## config.mk

```make
export PLATFORM = sky130hd
export DESIGN_NAME = rf_wb_arbiter
export DESIGN_NICKNAME = d
export VERILOG_FILES = /design/src/rtl/rf_wb_arbiter_pkg.sv /design/src/rtl/rf_wb_arbiter_fifo.sv /design/src/rtl/rf_wb_arbiter.sv
export SDC_FILE = /design/constraint.sdc
export NUM_CORES = 1
export LEC_CHECK = 0
export CORE_ASPECT_RATIO = 1.75
export CORE_MARGIN = 1.5
export CORE_UTILIZATION = 35
export DETAILED_ROUTE_END_ITERATION = 8
export PLACE_DENSITY = 0.64
export SLEW_MARGIN = 5
export SYNTH_ARGS = -nofsm -noshare
export SYNTH_HDL_FRONTEND = slang
export SYNTH_SLANG_ARGS = --single-unit
```

## constraint.sdc

```tcl
create_clock -name i_clk -period 4.61 [get_ports i_clk]
set_clock_uncertainty 0.1 [all_clocks]
set_input_delay 0.922 -clock i_clk [delete_from_list [all_inputs] [get_ports i_clk]]
set_output_delay 0.922 -clock i_clk [all_outputs]
set_load 0.05 [all_outputs]
```

## src/rtl/rf_wb_arbiter_pkg.sv

```systemverilog
// Shared types for the register-file writeback arbiter.
// Fallback values for the core-wide sizing macros when no shared parameter header has been included.
`ifndef WIDTH
`define WIDTH 32
`endif
`ifndef RF_DEPTH
`define RF_DEPTH 32
`endif
`ifndef RF_ADD_SIZE
`define RF_ADD_SIZE 5
`endif

package rf_wb_arbiter_pkg;

    typedef enum logic [1:0] {
        WB_NONE = 2'd0,
        WB_ALU  = 2'd1,
        WB_MEM  = 2'd2
    } wb_src_e;

    // The ALU stream has fixed priority and is never back-pressured; responses only fill idle slots.
    function automatic wb_src_e wb_select(input logic alu_sel, input logic q_empty);
        if (alu_sel)
            return WB_ALU;
        else if (!q_empty)
            return WB_MEM;
        else
            return WB_NONE;
    endfunction

endpackage

```

## src/rtl/rf_wb_arbiter_fifo.sv

```systemverilog
// wb_fifo: synchronous FIFO with full/empty flags and same-cycle push/pop.
// DEPTH must be a power of two so the pointers wrap naturally.
module wb_fifo #(
    parameter int W     = 8,
    parameter int DEPTH = 2
) (
    input  logic         i_clk,
    input  logic         i_rst,
    input  logic         i_push,
    input  logic [W-1:0] i_data,
    input  logic         i_pop,
    output logic [W-1:0] o_data,
    output logic         o_full,
    output logic         o_empty
);
    localparam int PW = (DEPTH > 1) ? $clog2(DEPTH) : 1;

    logic [PW-1:0] wr_ptr_q, wr_ptr_d;
    logic [PW-1:0] rd_ptr_q, rd_ptr_d;
    logic [PW:0]   count_q, count_d;
    logic [W-1:0]  mem_q [DEPTH];
    logic          do_push, do_pop;

    // NOTE: every combinational output gets a default first so no path can infer a latch.
    always_comb begin
        do_push  = i_push & ~o_full;
        do_pop   = i_pop & ~o_empty;
        wr_ptr_d = wr_ptr_q;
        rd_ptr_d = rd_ptr_q;
        count_d  = count_q;
        if (do_push) wr_ptr_d = wr_ptr_q + PW'(1);
        if (do_pop)  rd_ptr_d = rd_ptr_q + PW'(1);
        unique case ({do_push, do_pop})
            2'b10:   count_d = count_q + (PW+1)'(1);
            2'b01:   count_d = count_q - (PW+1)'(1);
            default: count_d = count_q;
        endcase
    end

    // NOTE: state registers use non-blocking assignments so all flops update from pre-edge values.
    always_ff @(posedge i_clk or posedge i_rst) begin
        if (i_rst) begin
            wr_ptr_q <= '0;
            rd_ptr_q <= '0;
            count_q  <= '0;
        end else begin
            wr_ptr_q <= wr_ptr_d;
            rd_ptr_q <= rd_ptr_d;
            count_q  <= count_d;
        end
    end

    // NOTE: storage is not reset; the cleared count makes stale entries unreachable.
    always_ff @(posedge i_clk) begin
        if (do_push) mem_q[wr_ptr_q] <= i_data;
    end

    assign o_data  = mem_q[rd_ptr_q];
    assign o_full  = (count_q == (PW+1)'(DEPTH));
    assign o_empty = (count_q == '0);

endmodule

```

## src/rtl/rf_wb_arbiter.sv

```systemverilog
// Merges ALU writebacks and queued load responses onto the register-file write port,
// and tracks pending loads for decode-stage RAW stalls.
module rf_wb_arbiter
    import rf_wb_arbiter_pkg::*;
#(
    parameter int WIDTH  = `WIDTH,
    parameter int DEPTH  = `RF_DEPTH,
    parameter int ADDR   = `RF_ADD_SIZE,
    parameter int QDEPTH = 2
) (
    input  logic             i_clk,
    input  logic             i_rst,
    input  logic             i_alu_v,
    input  logic [ADDR-1:0]  i_alu_rd,
    input  logic [WIDTH-1:0] i_alu_data,
    input  logic             i_ld_issue,
    input  logic [ADDR-1:0]  i_ld_rd,
    input  logic             i_mem_v,
    output logic             o_mem_rdy,
    input  logic [ADDR-1:0]  i_mem_rd,
    input  logic [WIDTH-1:0] i_mem_data,
    output logic             o_w,
    output logic [ADDR-1:0]  o_dst,
    output logic [WIDTH-1:0] o_data,
    output logic [DEPTH-1:0] o_busy,
    output logic             o_err
);
    logic                  q_push, q_pop, q_full, q_empty;
    logic [ADDR+WIDTH-1:0] q_head;
    logic [ADDR-1:0]       head_rd;
    logic [WIDTH-1:0]      head_data;
    logic                  alu_sel, ld_set, viol;
    wb_src_e               src;

    logic                  w_q, w_d;
    logic [ADDR-1:0]       dst_q, dst_d;
    logic [WIDTH-1:0]      data_q, data_d;
    logic [DEPTH-1:0]      busy_q, busy_d;
    logic                  err_q, err_d;

    wb_fifo #(
        .W     (ADDR + WIDTH),
        .DEPTH (QDEPTH)
    ) u_fifo (
        .i_clk   (i_clk),
        .i_rst   (i_rst),
        .i_push  (q_push),
        .i_data  ({i_mem_rd, i_mem_data}),
        .i_pop   (q_pop),
        .o_data  (q_head),
        .o_full  (q_full),
        .o_empty (q_empty)
    );

    assign {head_rd, head_data} = q_head;

    always_comb begin
        alu_sel = i_alu_v & (i_alu_rd != '0);
        src     = wb_select(alu_sel, q_empty);
        q_pop   = (src == WB_MEM);
        q_push  = i_mem_v & ~q_full & (i_mem_rd != '0);

        w_d    = 1'b0;
        dst_d  = '0;
        data_d = '0;
        unique case (src)
            WB_ALU: begin
                w_d    = 1'b1;
                dst_d  = i_alu_rd;
                data_d = i_alu_data;
            end
            WB_MEM: begin
                w_d    = 1'b1;
                dst_d  = head_rd;
                data_d = head_data;
            end
            default: ;
        endcase

        // Set is applied after clear so a same-cycle re-issue keeps the register pending.
        ld_set = i_ld_issue & (i_ld_rd != '0);
        busy_d = busy_q;
        if (q_pop)  busy_d[head_rd] = 1'b0;
        if (ld_set) busy_d[i_ld_rd] = 1'b1;
        busy_d[0] = 1'b0;

        // Re-issuing to a register whose load retires this same cycle is legal.
        viol  = (ld_set & busy_q[i_ld_rd] & ~(q_pop & (head_rd == i_ld_rd)))
              | (alu_sel & busy_q[i_alu_rd])
              | (q_pop & ~busy_q[head_rd]);
        err_d = err_q | viol;
    end

    always_ff @(posedge i_clk or posedge i_rst) begin
        if (i_rst) begin
            w_q    <= 1'b0;
            dst_q  <= '0;
            data_q <= '0;
            busy_q <= '0;
            err_q  <= 1'b0;
        end else begin
            w_q    <= w_d;
            dst_q  <= dst_d;
            data_q <= data_d;
            busy_q <= busy_d;
            err_q  <= err_d;
        end
    end

    assign o_mem_rdy = ~q_full;
    assign o_w       = w_q;
    assign o_dst     = dst_q;
    assign o_data    = data_q;
    assign o_busy    = busy_q;
    assign o_err     = err_q;

endmodule
```

==> flow_summary.rst, run 1 <==
.. list-table::
   :header-rows: 1

   * - Metric
     - Value
   * - Run status
     - finished, final reports clean
   * - Max cap viols
     - 0
   * - Routability-driven placement congestion ratio
     - 0.9340
   * - Maximum fanout along the worst path
     - 12
   * - Final period utilization
     - 70.44%
   * - Post-synth ARST share
     - 50.00%
   * - Floorplan die height
     - 184.3 um
   * - Post-synthesis sequential area ratio
     - 61.98%
   * - Most common cell after layout, fill and taps aside
     - sky130_fd_sc_hd__clkdlybuf4s50_1
   * - Number of enable flip-flop cells after synthesis
     - 74
   * - Number of buffers created by CTS
     - 17
   * - Number of resized instances in the post-cts repair step
     - 0
   * - Peak per-stage delay on the critical path
     - 0.70 ns
   * - Final hold viol count
     - 0
   * - Top library cells by usage in the layout, fill and taps aside
     - sky130_fd_sc_hd__clkdlybuf4s50_1, sky130_fd_sc_hd__edfxtp_1, sky130_fd_sc_hd__dfrtp_1
   * - Net count, final
     - 744
   * - Chip Width
     - 106.6 um
   * - Placement Rows
     - 66
   * - Worst slew margin
     - 21.61%
   * - Slowest cell on the critical path
     - sky130_fd_sc_hd__clkdlybuf4s50_1
   * - Setup TNS
     - 0 ns
   * - Setup bufs post-CTS
     - 0
   * - ANT cells
     - 0
   * - DR pass1 iterations
     - 5
   * - Clock tree from TritonCTS
     - yes
   * - Worst-path cell chain
     - clkdlybuf4s50_1 > o41a_2 > or2_1 > or3_1 > o21ai_1 > o21ai_0
   * - Average via count per standard cell
     - 5.443
   * - Mean Syn Cell Area
     - 12.86 um^2
   * - Iter 0 DRT Violations
     - 288
   * - Static leakage
     - 3.355 nW
   * - Clock network latency to the later pin of the worst-skew pair
     - 0.42 ns
   * - Largest delay contributor family on the critical path
     - compound AO/OA/AOI/OAI gates
   * - Port Buf Inserts
     - 154
   * - Clock H-tree levels
     - 4
   * - Synth-to-Final Area Change
     - 35.98%
   * - Number of synthesized register bits
     - 148
   * - Final total power
     - 6.168 mW
   * - Final Max Tran Viols
     - 0
   * - Vias post-DR
     - 4953
   * - Synthesized cell area
     - 6573 um^2
   * - Mean routed wirelength per cell
     - 20.92 um
   * - Clk slew on worst S/H paths
     - 0.06 ns
   * - Overall routing resource usage
     - 20.13%
   * - Worst min-delay path class
     - register to register
   * - Vias in the first global route
     - 5254
   * - Cell count after synthesis
     - 511
   * - Num ports
     - 156
   * - Dominant synthesized flop cell
     - sky130_fd_sc_hd__edfxtp_1
   * - Net count after synthesis
     - 596
   * - Area of the core
     - 18500 um^2
   * - Crit. End Element
     - register
   * - Gr ovfl total
     - 0
   * - First-pass GRT wire length
     - 29120 um
   * - Final period demand of the worst path
     - 3.247 ns
   * - Starting density of the core
     - 35.53%
   * - Buffers plus inverters on the worst setup path
     - 1
   * - Synthesis Warnings
     - 0
   * - Largest net degree at the start of global routing
     - 68
   * - Post-detailed-placement half-perimeter wirelength
     - 13790 um
   * - Wire length reported by the detailed router
     - 19040 um
   * - Pwr per Cell Area
     - 690.1 nW/um^2
   * - Antenna violation net count after detailed routing
     - 0
   * - Number of setup violations in the final report
     - 0
   * - Fraction of layout cells with a size suffix above 1
     - 9.821%
   * - Worst EP required
     - 4.78 ns
   * - Peak supply drop
     - 377.4 uV
   * - Share of Yosys cell area claimed by the top area cell type
     - 33.81%
   * - Full die area
     - 19640 um^2
   * - Count of cell types in the netlist
     - 54
   * - Num Clock Sinks
     - 148
   * - Data arrival, critical path
     - 3.42 ns
   * - Clock Path Buffers
     - 2
   * - Antenna violations before repair
     - 0
   * - Unrepaired setup endpoints after global routing
     - no
   * - Top post-synthesis cells by area
     - sky130_fd_sc_hd__edfxtp_1, sky130_fd_sc_hd__dfrtp_1, sky130_fd_sc_hd__mux2i_1
   * - Root Driver
     - sky130_fd_sc_hd__clkbuf_16
   * - Worst setup path class
     - input port to register
   * - Highest attainable clock frequency
     - 308.0 MHz
   * - Remaining design rule violation count
     - 0
   * - Worst Max-Slew Pin Slew
     - 1.173 ns
   * - Worst setup SP type
     - input port
   * - Top cell type by total area after synthesis
     - sky130_fd_sc_hd__edfxtp_1
   * - Post-CTS Hold Fix Bufs
     - 0
[registers in the layout, indices dropped and copies added, names as in the netlist]
| name | count |
|---|---|
| u_fifo.mem_q | 74 |
| u_fifo.rd_ptr_q | 1 |
| o_data | 32 |
| o_dst | 5 |
| u_fifo.count_q | 2 |
| o_err | 1 |
| o_w | 1 |
| u_fifo.wr_ptr_q | 1 |
| o_busy | 31 |
[cell type report]
cell class                      instances  area, um^2
Tap cell                              238       297.8
Fill cell                            1675        9560
Clock buffer                           23       531.8
Clock inverter                          9       62.56
Multi-Input combinational cell        327        2367
Sequential cell                       148        4075
Timing Repair Buffer                  159        1579
Inverter                                6       23.77
[synth_stat cells (3+ instances only)]
cell / number
sky130_fd_sc_hd__inv_1: 5
sky130_fd_sc_hd__or3_1: 3
sky130_fd_sc_hd__o21ai_1: 31
sky130_fd_sc_hd__nor2_1: 11
sky130_fd_sc_hd__o31ai_1: 34
sky130_fd_sc_hd__buf_4: 3
sky130_fd_sc_hd__nand2b_1: 11
sky130_fd_sc_hd__nand2_1: 50
sky130_fd_sc_hd__nand3b_1: 7
sky130_fd_sc_hd__a21oi_1: 5
sky130_fd_sc_hd__mux4_2: 14
sky130_fd_sc_hd__nor3_1: 3
sky130_fd_sc_hd__o21ai_0: 44
sky130_fd_sc_hd__dfrtp_1: 74
sky130_fd_sc_hd__nand4_1: 3
sky130_fd_sc_hd__a32oi_1: 3
sky130_fd_sc_hd__clkbuf_1: 19
sky130_fd_sc_hd__nor3b_1: 4
sky130_fd_sc_hd__buf_2: 7
sky130_fd_sc_hd__mux2i_1: 46
sky130_fd_sc_hd__xnor2_1: 9
sky130_fd_sc_hd__edfxtp_1: 74
sky130_fd_sc_hd__nand3_1: 12
[cell families (layout without fill, tap and decap cells)]
family	count (synthesis)	count (layout)	synth area share [%]
flip-flops	148	148	61.98
AO/OA/AOI/OAI	140	140	13.44
AND/OR/NAND/NOR	113	113	8.491
multiplexers	62	62	12.15
buffers and inverters	36	197	2.360
XOR/XNOR	10	10	1.333
adder cells (fa/ha/maj)	1	1	0.1903
other	1	1	0.05706
[power breakdown]
group / switching (mW) / total, mW / internal [mW] / leakage, nW
registers: 0.339 / 2.16 / 1.82 / 1.58
logic: 1.71 / 2.65 / 0.942 / 1.48
clock network: 0.546 / 1.36 / 0.815 / 0.299
[worst min-delay path: cells and delay by family, from the launching register on]
| family | cells | cell delay [ns] |
|---|---|---|
| compound gates | 2 | 0.14 |
| flops | 1 | 0.34 |
[final timing paths]
check	slack (ns)	to	from	cells after the start
max	1.36	o_busy[15]	i_alu_rd[1]	6
min	0.43	o_err	o_err	2
max reg2reg	1.52	o_err	u_fifo.rd_ptr_q	7
min reg2reg	0.43	o_err	o_err	2
max in group asynchronous	2.62	o_busy[8]	i_rst	3
min in group asynchronous	0.92	o_data[18]	i_rst	2
[metal layers]
metal / vias to the layer above / wire length [um] / global-route usage, % / part of all wire [%]
met5: - / 0 / 0 / 0
met4: 0 / 945 / 12.32 / 5.0
met3: 69 / 1016 / 3.819 / 5.3
met2: 233 / 10550 / 37.36 / 55
met1: 2399 / 6524 / 20.42 / 34
li1: 2252 / - / - / -
[metrics by stage]
stage / hold slack [ns] / instance area (um^2) / util [%] / cells / worst slack [ns]
2_1_floorplan: 0.3644 / 6573 / - / 511 / 1.304
3_3_place_gp: 0.4007 / 8343 / 45.10 / 878 / 1.046
3_5_place_dp: 0.4029 / 8343 / 45.10 / 878 / 0.9915
4_1_cts: 0.4236 / 8937 / 48.32 / 910 / 1.430
5_1_grt: 0.4694 / 8937 / 48.32 / 910 / 1.226
6_report: 0.4253 / 8937 / 48.32 / 910 / 1.363
Note: power is estimated with default switching activity, not from simulation.
==> inputs of run 2 (changes only) <==
--- a/config.mk
+++ b/config.mk
@@ -9,7 +9,7 @@
 export CORE_MARGIN = 1.5
 export CORE_UTILIZATION = 35
 export DETAILED_ROUTE_END_ITERATION = 8
-export PLACE_DENSITY = 0.64
+export PLACE_DENSITY = 0.66
 export SLEW_MARGIN = 5
 export SYNTH_ARGS = -nofsm -noshare
 export SYNTH_HDL_FRONTEND = slang
==> constraint.sdc (replaced) <==
create_clock -name i_clk -period 2.7 [get_ports i_clk]
set_clock_uncertainty 0.1 [all_clocks]
set_input_delay 0.54 -clock i_clk [delete_from_list [all_inputs] [get_ports i_clk]]
set_output_delay 0.54 -clock i_clk [all_outputs]
set_load 0.05 [all_outputs]
==> run 2 against run 1 <==
Core utilization up 1.5 points. Power up 72%. Register-to-register slack worse by 1.4 ns. Wire length up 1.5%. First-iteration DRC count down 14%. Flip-flop and latch count unchanged. Cell area up 3.1%. Global-route usage up 0.26 points. Critical path type unchanged.
==> flow_summary.rst, run 2 (synthesis gave the netlist of run 1 again) <==
.. list-table::
   :header-rows: 1

   * - Metric
     - Value
   * - Run status
     - finished, final reports clean
   * - Final Hold Slack
     - 0.4089 ns (-0.01635 ns)
   * - Iter 0 DRT Violations
     - 248 (-14%)
   * - Pwr per Cell Area
     - 1150 nW/um^2 (+67%)
   * - Antenna violation net count after detailed routing
     - 0 (unchanged)
   * - Most frequent cell on the critical path
     - sky130_fd_sc_hd__or2_1
   * - Clock H-tree levels
     - 4 (unchanged)
   * - Max cap viols
     - 0 (unchanged)
   * - Crit path launch
     - i_alu_rd[3]
   * - Switching power
     - 4.466 mW (+72%)
   * - Final hold viol count
     - 0 (unchanged)
   * - Clock Path Buffers
     - 2 (unchanged)
   * - Net count, final
     - 785 (+5.5%)
   * - Register-to-register setup slack
     - 0.17 ns (-1.35 ns)
   * - Clock tree from TritonCTS
     - yes
   * - Most common cell after layout, fill and taps aside
     - sky130_fd_sc_hd__clkdlybuf4s50_1
   * - Synth-to-Final Area Change
     - 40.26%
   * - Peak per-stage delay on the critical path
     - 0.49 ns (-0.21 ns)
   * - Num Clock Sinks
     - 148 (unchanged)
   * - Largest net degree at the start of global routing
     - 68 (unchanged)
   * - Remaining design rule violation count
     - 0 (unchanged)
   * - Wire length reported by the detailed router
     - 19330 um (+1.5%)
   * - Root Driver
     - sky130_fd_sc_hd__clkbuf_16
   * - Clk slew on worst S/H paths
     - 0.06 ns (about the same)
   * - Overall routing resource usage
     - 20.40% (+0.26 points)
   * - Post-detailed-placement half-perimeter wirelength
     - 14380 um (+4.3%)
   * - Static leakage
     - 3.516 nW (+4.8%)
   * - Clock network latency to the later pin of the worst-skew pair
     - 0.41 ns (about the same)
   * - Clk network pwr share
     - 20.9% (-1.2 points)
   * - Highest attainable clock frequency
     - 390.5 MHz
   * - ANT cells
     - 0 (unchanged)
   * - Worst slew margin
     - 21.08% (-0.53 points)
   * - Area of the core
     - 18500 um^2 (unchanged)
   * - Average via count per standard cell
     - 5.391 (-0.95%)
   * - Fraction of layout cells with a size suffix above 1
     - 14.73% (+4.9 points)
   * - Worst min-delay path class
     - input port to async pin
   * - Fill cell instance count of the final layout
     - 1653 (-1.3%)
   * - Worst setup path class
     - input port to register
   * - Setup bufs post-CTS
     - 0 (unchanged)
   * - Design Area, Final
     - 9219 um^2 (+3.1%)
   * - Worst-path cell chain
     - clkdlybuf4s50_1 > or2_1 > o41a_2 > or2_1 > or3_1 > o21ai_1 > o21ai_0
   * - First-pass GRT wire length
     - 29970 um (+2.9%)
   * - Slowest cell on the critical path
     - sky130_fd_sc_hd__or3_1
   * - Routability-driven placement congestion ratio
     - 0.9386 (+0.49%)
   * - Final core utilization
     - 49.84% (+1.5 points)
   * - Antenna violations before repair
     - 0 (unchanged)
   * - DR pass1 iterations
     - 5 (unchanged)
   * - Number of resized instances in the post-cts repair step
     - 0 (unchanged)
   * - Net switching fraction of the power
     - 42.13% (+0.10 points)
   * - Worst setup SP type
     - input port
   * - Internal power of the cells
     - 6.134 mW (+72%)
   * - Peak supply drop
     - 727.8 uV (+93%)
   * - Chip Width
     - 106.6 um (unchanged)
   * - Full die area
     - 19640 um^2 (unchanged)
   * - Vias post-DR
     - 5127 (+3.5%)
   * - Unrepaired setup endpoints after global routing
     - no
   * - Final Max Tran Viols
     - 0 (unchanged)
   * - Vias in the first global route
     - 5497 (+4.6%)
   * - Num ports
     - 156 (unchanged)
   * - Crit. End Element
     - register
   * - Mean routed wirelength per cell
     - 20.33 um (-2.9%)
   * - Worst EP required
     - 2.86 ns (-1.92 ns)
   * - Placement Rows
     - 66 (unchanged)
   * - Number of setup violations in the final report
     - 0 (unchanged)
   * - Worst Max-Slew Pin Slew
     - 1.181 ns (+0.007897 ns)
   * - Floorplan die height
     - 184.3 um (unchanged)
   * - Setup TNS
     - 0 ns (unchanged)
   * - Final period utilization
     - 94.84%
   * - Starting density of the core
     - 35.53% (unchanged)
   * - Maximum fanout along the worst path
     - 8 (-4)
   * - Number of buffers created by CTS
     - 17 (unchanged)
   * - Post-CTS Hold Fix Bufs
     - 0 (unchanged)
   * - Power share of the combinational group
     - 44.1% (+1.1 points)
   * - Gr ovfl total
     - 0 (unchanged)
   * - Post-place instance area
     - 8663 um^2 (+3.8%)
   * - Largest register by flop count
     - u_fifo.mem_q
   * - Top library cells by usage in the layout, fill and taps aside
     - sky130_fd_sc_hd__clkdlybuf4s50_1, sky130_fd_sc_hd__edfxtp_1, sky130_fd_sc_hd__dfrtp_1
   * - Port Buf Inserts
     - 154 (unchanged)
   * - Flip-flop count of the largest register, all copies and words added
     - 74 (unchanged)
   * - Data arrival, critical path
     - 2.72 ns (-0.70 ns)
   * - R2R Path Start
     - u_fifo.rd_ptr_q
   * - Relative contribution of sequential cells to total power
     - 35.1% (about the same)
   * - Final period demand of the worst path
     - 2.561 ns
## run 2: power groups by stage
stage | clock network, mW | logic (mW) | registers, mW
2_1_floorplan | 0 | 1.68 | 4.89
3_3_place_gp | 0 | 4.63 | 3.72
3_5_place_dp | 0 | 4.70 | 3.75
4_1_cts | 2.26 | 4.71 | 3.71
5_1_grt | 2.36 | 4.94 | 3.79
6_report | 2.21 | 4.67 | 3.72
## run 2: through the flow
step           setup WS [ns]  total power, mW  instances
2_1_floorplan        -0.5729            6.574        511
3_3_place_gp         -0.1753            8.347        919
3_5_place_dp         -0.2660            8.443        919
4_1_cts               0.1508            10.68        951
5_1_grt             0.004431            11.09        951
6_report              0.1393            10.60        951
## run 2: metal layers
metal	GRT usage, %	part of all wire [%]	vias up
met4	13.01	5.0	0
met3	4.314	5.5	55
met1	20.95	35	2509
met5	0	0	-
met2	36.97	55	236
li1	-	-	2327
## run 2: critical path, delay by kind of cell
kind | cells | cell delay [ns]
AO/OA/AOI/OAI | 3 | 0.71
buffers and inverters | 1 | 0.43
AND/OR/NAND/NOR | 3 | 1.04
## run 2: final cells by class
cell class              instances  area, um^2  share of cell area (%)
inverters                       6       23.77                  0.2579
flip-flops and latches        148        4075                   44.20
clock buffers                  20       446.7                   4.845
clock inverters                12       108.9                   1.181
repair buffers                200        1899                   20.60
well taps                     238       297.8                   3.230
multi-input cells             327        2367                   25.68
## run 2: final timing paths
kind	cells past startpoint	end
worst max-delay path	7	o_busy[21]
worst min-delay path	2	o_busy[20]
worst max register to register	5	o_err
worst min register to register	2	o_err
max in group asynchronous	3	o_data[16]
min in group i_clk	2	o_err
